### src/rtl/tank_mon_pkg.sv
// Shared types and helpers for the aquarium sensor monitor.
// Mode/state encodings, channel-index width and the error display code.
package tank_mon_pkg;

  typedef enum logic [1:0] {
    HOLD       = 2'd0,
    SCAN       = 2'd1,
    ALARM_SCAN = 2'd2
  } mode_t;

  typedef enum logic [1:0] {
    S_HOLD,
    S_SCAN,
    S_ASCAN,
    S_ERR
  } state_t;

  function automatic logic [63:0] err_code();
    return '1;
  endfunction

  function automatic int ch_w(int n);
    return (n <= 2) ? 1 : $clog2(n);
  endfunction

endpackage

### src/rtl/tank_mon_if.sv
// Write port, display bus and status bundle of the tank monitor.
// master drives writes/mode, slave is the monitor itself.
interface tank_mon_if
  import tank_mon_pkg::*;
#(
  parameter int NUM_CH = 5,
  parameter int DATA_W = 8
) ();

  localparam int CH_W = ch_w(NUM_CH);

  logic              wr_en;
  logic [CH_W-1:0]   wr_ch;
  logic              wr_kind;
  logic [DATA_W-1:0] wr_data;
  logic [1:0]        mode;
  logic [CH_W-1:0]   sel_ch;
  logic              err_clr;
  logic [DATA_W-1:0] disp_data;
  logic [CH_W-1:0]   disp_ch;
  logic              disp_valid;
  logic [NUM_CH-1:0] alarm_vec;
  logic              err;

  modport master (
    output wr_en, wr_ch, wr_kind, wr_data,
    output mode, sel_ch, err_clr,
    input  disp_data, disp_ch, disp_valid,
    input  alarm_vec, err
  );

  modport slave (
    input  wr_en, wr_ch, wr_kind, wr_data,
    input  mode, sel_ch, err_clr,
    output disp_data, disp_ch, disp_valid,
    output alarm_vec, err
  );

endinterface

### src/rtl/tank_mon_chan.sv
// One sensor channel: value and limit registers plus a registered
// over-limit alarm (strictly greater, unsigned).
module tank_chan_reg
  import tank_mon_pkg::*;
#(
  parameter int DATA_W = 8,
  parameter int CH_W   = 3,
  parameter int IDX    = 0
) (
  input  logic              CLK,
  input  logic              reset,
  input  logic              wr_en,
  input  logic [CH_W-1:0]   wr_ch,
  input  logic              wr_kind,
  input  logic [DATA_W-1:0] wr_data,
  output logic [DATA_W-1:0] val,
  output logic              alarm
);

  logic [DATA_W-1:0] val_q, val_d;
  logic [DATA_W-1:0] lim_q, lim_d;
  logic              alarm_q, alarm_d;
  logic              hit;

  assign hit = wr_en && (wr_ch == CH_W'(IDX));

  always_comb begin
    val_d   = val_q;
    lim_d   = lim_q;
    alarm_d = val_q > lim_q;
    if (hit && !wr_kind) val_d = wr_data;
    if (hit && wr_kind)  lim_d = wr_data;
  end

  always_ff @(posedge CLK or posedge reset) begin
    if (reset) begin
      val_q   <= '0;
      lim_q   <= '1;
      alarm_q <= 1'b0;
    end else begin
      val_q   <= val_d;
      lim_q   <= lim_d;
      alarm_q <= alarm_d;
    end
  end

  assign val   = val_q;
  assign alarm = alarm_q;

endmodule

### src/rtl/tank_monitor_scanner.sv
// N-channel tank sensor store with hold / round-robin / alarm-only
// display scanning and a sticky error display.
module tank_monitor_scanner
  import tank_mon_pkg::*;
#(
  parameter int NUM_CH = 5,
  parameter int DATA_W = 8,
  parameter int DWELL  = 4
) (
  input logic       CLK,
  input logic       reset,
  tank_mon_if.slave bus
);

  localparam int CH_W  = ch_w(NUM_CH);
  localparam int CNT_W = (DWELL > 1) ? $clog2(DWELL) : 1;

  localparam logic [DATA_W-1:0] ERR_D   = DATA_W'(err_code());
  localparam logic [CH_W-1:0]   ERR_C   = CH_W'(err_code());
  localparam logic [CH_W-1:0]   LAST    = CH_W'(NUM_CH - 1);
  localparam logic [CH_W:0]     NCH     = (CH_W+1)'(NUM_CH);
  localparam logic [CNT_W-1:0]  CNT_MAX = CNT_W'(DWELL - 1);

  logic [DATA_W-1:0] val [NUM_CH];
  logic [NUM_CH-1:0] alarm;

  for (genvar g = 0; g < NUM_CH; g++) begin : g_ch
    tank_chan_reg #(
      .DATA_W (DATA_W),
      .CH_W   (CH_W),
      .IDX    (g)
    ) u_ch (
      .CLK     (CLK),
      .reset   (reset),
      .wr_en   (bus.wr_en),
      .wr_ch   (bus.wr_ch),
      .wr_kind (bus.wr_kind),
      .wr_data (bus.wr_data),
      .val     (val[g]),
      .alarm   (alarm[g])
    );
  end

  state_t            state_q, state_d;
  logic              err_q, err_d;
  logic [CH_W-1:0]   ptr_q, ptr_d;
  logic [CNT_W-1:0]  cnt_q, cnt_d;
  logic [DATA_W-1:0] disp_data_q, disp_data_d;
  logic [CH_W-1:0]   disp_ch_q, disp_ch_d;
  logic              disp_valid_q, disp_valid_d;

  logic            wr_bad;
  logic            sel_ok;
  logic [CH_W-1:0] sel_i;
  logic [CH_W-1:0] nxt;
  int              j;

  assign wr_bad = bus.wr_en && ({1'b0, bus.wr_ch} >= NCH);
  assign sel_ok = {1'b0, bus.sel_ch} < NCH;
  assign sel_i  = sel_ok ? bus.sel_ch : '0;

  // Circular search from ptr+1; lowest offset wins, ptr itself is last.
  always_comb begin
    nxt = ptr_q;
    j   = 0;
    for (int i = NUM_CH; i >= 1; i--) begin
      j = int'(ptr_q) + i;
      if (j >= NUM_CH) j = j - NUM_CH;
      if (alarm[CH_W'(j)]) nxt = CH_W'(j);
    end
  end

  always_comb begin
    err_d = err_q;
    if (bus.err_clr) err_d = 1'b0;
    if (wr_bad)      err_d = 1'b1;

    if (err_q)                          state_d = S_ERR;
    else if (bus.mode == SCAN)          state_d = S_SCAN;
    else if (bus.mode == ALARM_SCAN)    state_d = S_ASCAN;
    else                                state_d = S_HOLD;

    ptr_d = ptr_q;
    cnt_d = cnt_q;
    if (state_d != state_q) begin
      cnt_d = '0;
    end else begin
      case (state_q)
        S_SCAN: begin
          if (cnt_q == CNT_MAX) begin
            cnt_d = '0;
            ptr_d = (ptr_q == LAST) ? '0 : ptr_q + CH_W'(1);
          end else begin
            cnt_d = cnt_q + CNT_W'(1);
          end
        end
        S_ASCAN: begin
          if (alarm == '0) begin
            cnt_d = '0;
          end else if (!alarm[ptr_q] || cnt_q == CNT_MAX) begin
            cnt_d = '0;
            ptr_d = nxt;
          end else begin
            cnt_d = cnt_q + CNT_W'(1);
          end
        end
        default: cnt_d = '0;
      endcase
    end

    disp_data_d  = '0;
    disp_ch_d    = ptr_q;
    disp_valid_d = 1'b0;
    case (state_q)
      S_HOLD: begin
        disp_ch_d    = bus.sel_ch;
        disp_valid_d = sel_ok;
        disp_data_d  = sel_ok ? val[sel_i] : '0;
      end
      S_SCAN: begin
        disp_valid_d = 1'b1;
        disp_data_d  = val[ptr_q];
      end
      S_ASCAN: begin
        disp_valid_d = |alarm;
        disp_data_d  = (|alarm) ? val[ptr_q] : '0;
      end
      default: begin
        disp_ch_d    = ERR_C;
        disp_valid_d = 1'b1;
        disp_data_d  = ERR_D;
      end
    endcase
  end

  always_ff @(posedge CLK or posedge reset) begin
    if (reset) begin
      state_q      <= S_HOLD;
      err_q        <= 1'b0;
      ptr_q        <= '0;
      cnt_q        <= '0;
      disp_data_q  <= '0;
      disp_ch_q    <= '0;
      disp_valid_q <= 1'b0;
    end else begin
      state_q      <= state_d;
      err_q        <= err_d;
      ptr_q        <= ptr_d;
      cnt_q        <= cnt_d;
      disp_data_q  <= disp_data_d;
      disp_ch_q    <= disp_ch_d;
      disp_valid_q <= disp_valid_d;
    end
  end

  assign bus.disp_data  = disp_data_q;
  assign bus.disp_ch    = disp_ch_q;
  assign bus.disp_valid = disp_valid_q;
  assign bus.alarm_vec  = alarm;
  assign bus.err        = err_q;

endmodule
### src/flat_wrapper.sv
// flat-port wrapper written by rule: the top's interface ports become plain ports
module tank_monitor_scanner_flat import tank_mon_pkg::*;
#(
  parameter int NUM_CH = 5,
  parameter int DATA_W = 8,
  parameter int DWELL  = 4
)
  (CLK, reset, bus_wr_en, bus_wr_ch, bus_wr_kind, bus_wr_data, bus_mode, bus_sel_ch, bus_err_clr, bus_disp_data, bus_disp_ch, bus_disp_valid, bus_alarm_vec, bus_err);
  tank_mon_if #(.NUM_CH(NUM_CH), .DATA_W(DATA_W)) bus_i ();
  input logic CLK;
  input logic reset;
  input wire logic [$bits(bus_i.wr_en)-1:0] bus_wr_en;
  input wire logic [$bits(bus_i.wr_ch)-1:0] bus_wr_ch;
  input wire logic [$bits(bus_i.wr_kind)-1:0] bus_wr_kind;
  input wire logic [$bits(bus_i.wr_data)-1:0] bus_wr_data;
  input wire logic [$bits(bus_i.mode)-1:0] bus_mode;
  input wire logic [$bits(bus_i.sel_ch)-1:0] bus_sel_ch;
  input wire logic [$bits(bus_i.err_clr)-1:0] bus_err_clr;
  output wire logic [$bits(bus_i.disp_data)-1:0] bus_disp_data;
  output wire logic [$bits(bus_i.disp_ch)-1:0] bus_disp_ch;
  output wire logic [$bits(bus_i.disp_valid)-1:0] bus_disp_valid;
  output wire logic [$bits(bus_i.alarm_vec)-1:0] bus_alarm_vec;
  output wire logic [$bits(bus_i.err)-1:0] bus_err;
  assign bus_i.wr_en = bus_wr_en;
  assign bus_i.wr_ch = bus_wr_ch;
  assign bus_i.wr_kind = bus_wr_kind;
  assign bus_i.wr_data = bus_wr_data;
  assign bus_i.mode = bus_mode;
  assign bus_i.sel_ch = bus_sel_ch;
  assign bus_i.err_clr = bus_err_clr;
  assign bus_disp_data = bus_i.disp_data;
  assign bus_disp_ch = bus_i.disp_ch;
  assign bus_disp_valid = bus_i.disp_valid;
  assign bus_alarm_vec = bus_i.alarm_vec;
  assign bus_err = bus_i.err;
  tank_monitor_scanner #(.NUM_CH(NUM_CH), .DATA_W(DATA_W), .DWELL(DWELL)) u_core (.CLK(CLK), .reset(reset), .bus(bus_i));
endmodule
### config.mk
export PLATFORM = sky130hd
export DESIGN_NAME = tank_monitor_scanner_flat
export DESIGN_NICKNAME = d
export VERILOG_FILES = /design/src/rtl/tank_mon_pkg.sv /design/src/rtl/tank_mon_if.sv /design/src/rtl/tank_mon_chan.sv /design/src/rtl/tank_monitor_scanner.sv /design/src/flat_wrapper.sv
export SDC_FILE = /design/constraint.sdc
export NUM_CORES = 1
export LEC_CHECK = 0
export BUFFER_PORTS_ARGS = -buffer_cell sky130_fd_sc_hd__clkbuf_2
export CAP_MARGIN = 15
export CORE_ASPECT_RATIO = 0.7
export CORE_MARGIN = 4
export CORE_UTILIZATION = 45
export DETAILED_ROUTE_END_ITERATION = 10
export PLACE_DENSITY_LB_ADDON = 0.08
export SETUP_SLACK_MARGIN = 0.4
export SLEW_MARGIN = 15
export SYNTH_ARGS = -nofsm -noshare
export SYNTH_HDL_FRONTEND = slang
export SYNTH_SLANG_ARGS = --single-unit
### constraint.sdc
create_clock -name CLK -period 9.2 [get_ports CLK]
set_clock_uncertainty 0.15 [all_clocks]
set_input_delay 0.92 -clock CLK [delete_from_list [all_inputs] [get_ports CLK]]
set_output_delay 0.92 -clock CLK [all_outputs]
set_load 0.01 [all_outputs]
After elaboration in Yosys (flattened, before gate mapping):

Cells that the tools add are included.

* bitwise operators: 3
* reductions and logical operators: 27
* add/sub/neg operators: 12
* eq/ne operators: 15
* order comparisons: 20
* mux-type cells: 54

Operators with widths (count)
* $bmux 8 s3: 2
* $mux 8: 6
* $mux 3: 15
* $gt 8x8->1: 5
* $lt 3x5->1 const B: 5
* $pmux 8 s3: 1
* $ge 4x3->1 const B: 5
* $bmux 1 s3: 6
* $logic_and 1x1->1: 16
* $sub 3x3->3 const B: 5
* $mux 2: 7
* $mux 1: 13
* $pmux 3 s2: 2
* $add 3x2->4 const B: 2
* $add 3x3->4 const B: 2
* $ge 4x4->1 const B: 2
* $not 3->4: 2
* $eq 2x2->1 const B: 3
* $eq 3x2->1 const B: 2
* $eq 3x3->1 const B: 2
* $ne 6x1->1 const B: 1
* $reduce_and 6->1: 1
* $logic_not 5->1: 1
* $reduce_or 5->1: 1
* other kinds (20): 24

* input port bits: 21
* output and inout port bits: 18
* word-level logic and storage cells: 153
* register bits after elaboration: 105

Logic depth before layout (Yosys ltp):

* depth after elaboration: 14
* mapped depth: 13
* depth with buffers taken out: 11

Modules after synthesis:

A second synthesis with hierarchy kept.

* cell total of the unflattened synthesis: 648
* area, all modules: 7138.1 µm²

By module, submodules not included
* tank_monitor_scanner: cells each 315, area each 2706.3 µm², times used 1, seq. area each 500.5 µm²
* tank_chan_reg (u_core.g_ch[1].u_ch ...): cells each 67, area each 885.8 µm², times used 2, seq. area each 435.4 µm²
* tank_chan_reg (u_core.g_ch[0].u_ch): cells each 66, area each 907.1 µm², times used 1, seq. area each 435.4 µm²
* tank_chan_reg (u_core.g_ch[3].u_ch): cells each 67, area each 898.4 µm², times used 1, seq. area each 435.4 µm²
* tank_chan_reg (u_core.g_ch[4].u_ch): cells each 66, area each 854.6 µm², times used 1, seq. area each 435.4 µm²

Least setup slack after synthesis:

No wires, ideal clock.

* kind: flip-flop to flip-flop
* start: register u_core.ptr_q[0]
* end: register u_core.ptr_q[1]
* library setup time: 0.125 ns
* buffers on the path: 3
* required time: 8.925 ns
* clock period less this slack: 3.442 ns
* data arrival time: 3.168 ns
* cell stages (with the launch flop): 13
* slack: 5.758 ns
* cells stage by stage: dfrtp_1 -> buf_4 -> buf_6 -> inv_2 -> ha_1 -> ha_1 -> clkbuf_1 -> a21o_1 -> a2111oi_1 -> a211oi_2 -> or3_1 -> o21ai_2 -> mux2_2

* word-level cells in the longest chain between the ends: 13
* elaborated cells between the ends (all ways): 54
* those cells by class: add/sub: 11; order compare: 5; eq/ne: 3; mux: 32; reduce/logical: 3

RTL lines
* start: declaration: line tank_monitor_scanner.sv:46 `logic [CH_W-1:0] ptr_q, ptr_d;`
* start signal: assignment: line tank_monitor_scanner.sv:148 `ptr_q <= ptr_d;`
* $add 3x3->4: line tank_monitor_scanner.sv:67 `j = int'(ptr_q) + i;`
* $ge 4x3->1 / $sub 3x3->3 (equally long branches): line tank_monitor_scanner.sv:68 `if (j >= NUM_CH) j = j - NUM_CH;`
* $mux 3: line tank_monitor_scanner.sv:68
* $bmux 1 s3: line tank_monitor_scanner.sv:69 `if (alarm[CH_W'(j)]) nxt = CH_W'(j);`
* $mux 1 (implied by the code) (2 in a row): line tank_monitor_scanner.sv:69
* $mux 3 (4 in a row): line tank_monitor_scanner.sv:69
* $mux 3: line tank_monitor_scanner.sv:100 `end else if (!alarm[ptr_q] || cnt_q == CNT_MAX) begin`
* $mux 3: line tank_monitor_scanner.sv:98 `if (alarm == '0) begin`
* $pmux 3 s2: line tank_monitor_scanner.sv:88 `case (state_q)`

Several ways; a longest one is shown, not always the timed one. The select of a mux whose other input is x is not followed.
A chain may end at the register's enable or synchronous reset.

Worst setup path in the final report:

* start: register u_core.ptr_q[2]
* end: register u_core.ptr_q[1]

The elaborated chain is that of the path after synthesis.

==> results.py <==
metrics = {
    "floorplanning": {
        "ios": 39,
        "dieArea_um2": 17700,
        "core_area_um2": 15000,
        "fp-row-count": 37,
        "die_h_um": 113,
        "initial_utilization": 0.469,
        "die_w_um": 157,
    },
    "drt": {
        "drt_first_pass_iters": 5,
        "routedWlPerCell_um": 21.3,
        "viasPerCell": 6.02,
        "finalWirelength_mm": 19.0,
        "route.antenna.remaining_nets": 0,
        "vias": 5366,
        "dr.first_iter.drc_count": 368,
        "drc": 0,
    },
    "synth": {
        "synth_seq_cells": 105,
        "yosysWarnings": 0,
        "ys_seq_area_frac": 0.381,
        "yosys-top-cells-area": "dfrtp_1 23%, dfstp_2 15%, mux2_2 11%",
        "synth-edff-count": 0,
        "avgSynthCellArea_um2": 10.3,
        "syn_area_um2": 7040,
        "synth_top_cell_by_area": "dfrtp_1",
        "synth.top_cell.area_share": 0.231,
        "syn_nets": 760,
        "synth_ff_type": "dfrtp_1",
        "synthArstFlopShare": 1.00,
        "synth_cells": 681,
        "ys_types": 74,
    },
    "global_route": {
        "grt_pass1_wl_mm": 29.4,
        "antenna_found_initial": 0,
        "grt_overflow": 0,
        "track_usage": 0.217,
        "grt_max_degree": 72,
        "grt_pass1_vias": 5033,
    },
    "job": {
        "cap_violations": 0,
    },
    "clock_network": {
        "cts_max_level": 3,
        "cts.sinks": 105,
        "cts_tree": "yes",
        "cts_buffers": 9,
        "cts_max_path_buffers": 2,
        "cts_setup_buffers": 0,
        "clk_latency_ns": 0.36,
        "cts_hold_buf": 0,
        "cts_resized": 0,
        "clk_pin_slew_ns": 0.07,
        "clockRootBuffer": "clkbuf_16",
    },
    "final_layout": {
        "syn2layout_area_growth_pct": 8.21,
        "n_fill_cell": 1376,
        "fin_nets": 770,
        "postLayoutCoreUtil": 0.508,
        "drive_gt1_frac": 0.279,
        "antennaDiodeCount": 0,
    },
    "worst_setup_path": {
        "worstSetupStartpointType": "register",
        "cp.arrival_ns": 4.61,
        "required_ns": 9.29,
        "cp-end-kind": "register",
        "r2r-start": "u_core.ptr_q[2]$_DFFE_PP0P_",
        "cp_max_fo": 24,
        "cp-startpoint": "u_core.ptr_q[2]$_DFFE_PP0P_",
        "critPathKind": "register to register",
    },
    "min_path": {
        "min-delay-start": "u_core.cnt_q[0]$_DFF_PP0_",
        "hold_path.class": "register to register",
    },
    "timing": {
        "fmax_ghz": 0.221,
        "tightest_slew_ns": 0.961,
        "holdWs_ns": 0.307,
        "max-slew-margin-rel": 0.357,
        "final_hold_viol_count": 0,
        "rsz0062_at_grt": "no",
        "setup_ws_ns": 4.68,
        "setup_viol": 0,
        "drv_slew": 0,
        "setup_tns_ns": 0,
        "timing.final.crit_share": 0.491,
        "finalCriticalPeriod_ns": 4.52,
    },
    "placement": {
        "io_buffer_count": 38,
        "post-place-ws_ns": 4.82,
        "gp_congestion": 0.949,
        "place_hpwl_mm": 14.2,
    },
    "power": {
        "leakagePower_uw": 0.00340,
        "power.density_nw_per_um2": 308,
        "ir_worst_vdd_uv": 110,
        "total_power_uw": 2350,
    },
    "run_status": {
        "outcome": "finished, final reports clean",
    },
}
-- Yosys cell counts, drive strengths merged (4+ instances only) --
cell type	number
dfstp	40
nand3	20
nor2	20
a21oi	35
nand2b	22
mux2	68
o31a	4
a211oi	5
buf	14
a21o	12
nand3b	4
mux2i	15
ha	57
nor3b	4
mux4	14
dfrtp	65
and2	6
nor3	7
a2111oi	5
o21ai	47
a22oi	10
clkbuf	29
nand2	33
o22ai	8
nor2b	10
nand4	6
a211o	7
o21a	6
inv	55
-- worst paths after layout --
| path | cells past startpoint | slack, ns | to |
|---|---|---|---|
| min in group asynchronous | 2 | 0.39 | u_core.g_ch[3].u_ch.alarm$_DFF_PP0_ |
| max | 8 | 4.68 | u_core.ptr_q[1]$_DFFE_PP0P_ |
| max in group asynchronous | 3 | 7.26 | u_core.cnt_q[0]$_DFF_PP0_ |
| min reg2reg | 1 | 0.31 | u_core.cnt_q[0]$_DFF_PP0_ |
| min | 1 | 0.31 | u_core.cnt_q[0]$_DFF_PP0_ |
| max reg2reg | 8 | 4.68 | u_core.ptr_q[1]$_DFFE_PP0P_ |
-- critical path, cell delays in order, from the launching register on --
cell and delay, ns:
dfrtp_1 0.86, clkinv_1 0.75, ha_1 0.64, a21o_1 0.22, a2111oi_1 0.64, a211oi_2 0.18, or3_1 0.43, o21ai_2 0.18
mux2_2 0.35
-- cell families after synthesis --
logic type | Yosys count | share of synthesized area
muxes | 97 | 0.175
adders and majority gates | 58 | 0.104
AOI/OAI and AO/OA | 172 | 0.165
xor gates and xnor gates | 2 | 0.00249
buffers and inverters | 99 | 0.0590
DFF | 105 | 0.381
and+or+nand+nor | 148 | 0.114
-- metrics by stage --
step | instances | instance area, um2
final | 891 | 7610
after global routing | 891 | 7610
after CTS | 891 | 7610
after detailed placement | 875 | 7300
after global placement | 875 | 7300
after floorplan | 681 | 7040
-- registers in the layout, summed over array words and instances, names as in the netlist --
register / count
u_core.bus.disp_ch: 3
u_core.bus.disp_data: 8
u_core.bus.disp_valid: 1
u_core.bus.err: 1
u_core.cnt_q: 2
u_core.g_ch.u_ch.alarm: 5
u_core.g_ch.u_ch.lim_q: 40
u_core.g_ch.u_ch.val: 40
u_core.ptr_q: 3
u_core.state_q: 2
-- layer usage --
metal  share of wire  GRT usage
met5               0          0
met4          0.0096     0.0436
met3           0.066     0.0582
met2            0.41      0.291
met1            0.51      0.345
-- where the power goes --
group / switching, uW / internal, uW / total [uW]
combinational: 673 / 527 / 1200
clock: 173 / 226 / 398
sequential: 146 / 602 / 748
total: 992 / 1350 / 2350
-- cell usage in the layout (no fill, tap or decap), types with 5 or more instances in the layout --
cell,n
mux2_2,67
dfrtp_1,65
ha_1,57
inv_1,52
o21ai_0,45
dfstp_2,40
clkbuf_2,38
a21oi_1,35
nand2_1,33
nand2b_1,21
nor2_1,20
nand3_1,20
mux2i_1,15
mux4_2,14
a21o_1,12
clkbuf_16,11
nor2b_1,10
a22oi_1,10
o22ai_1,8
a211o_1,7
nand4_1,6
nor3_1,6
o21a_1,6
and2_1,5
-- final cells by class --
class | count | area, um2 | area share
clock inverter | 2 | 15.0 | 0.00197
tap | 195 | 244 | 0.0320
multi-input combinational | 477 | 3950 | 0.519
inverter | 56 | 213 | 0.0279
sequential | 105 | 2680 | 0.352
clock buffer | 14 | 297 | 0.0389
timing repair buffer | 42 | 220 | 0.0289
No activity file was read; power rests on OpenSTA's default activity.
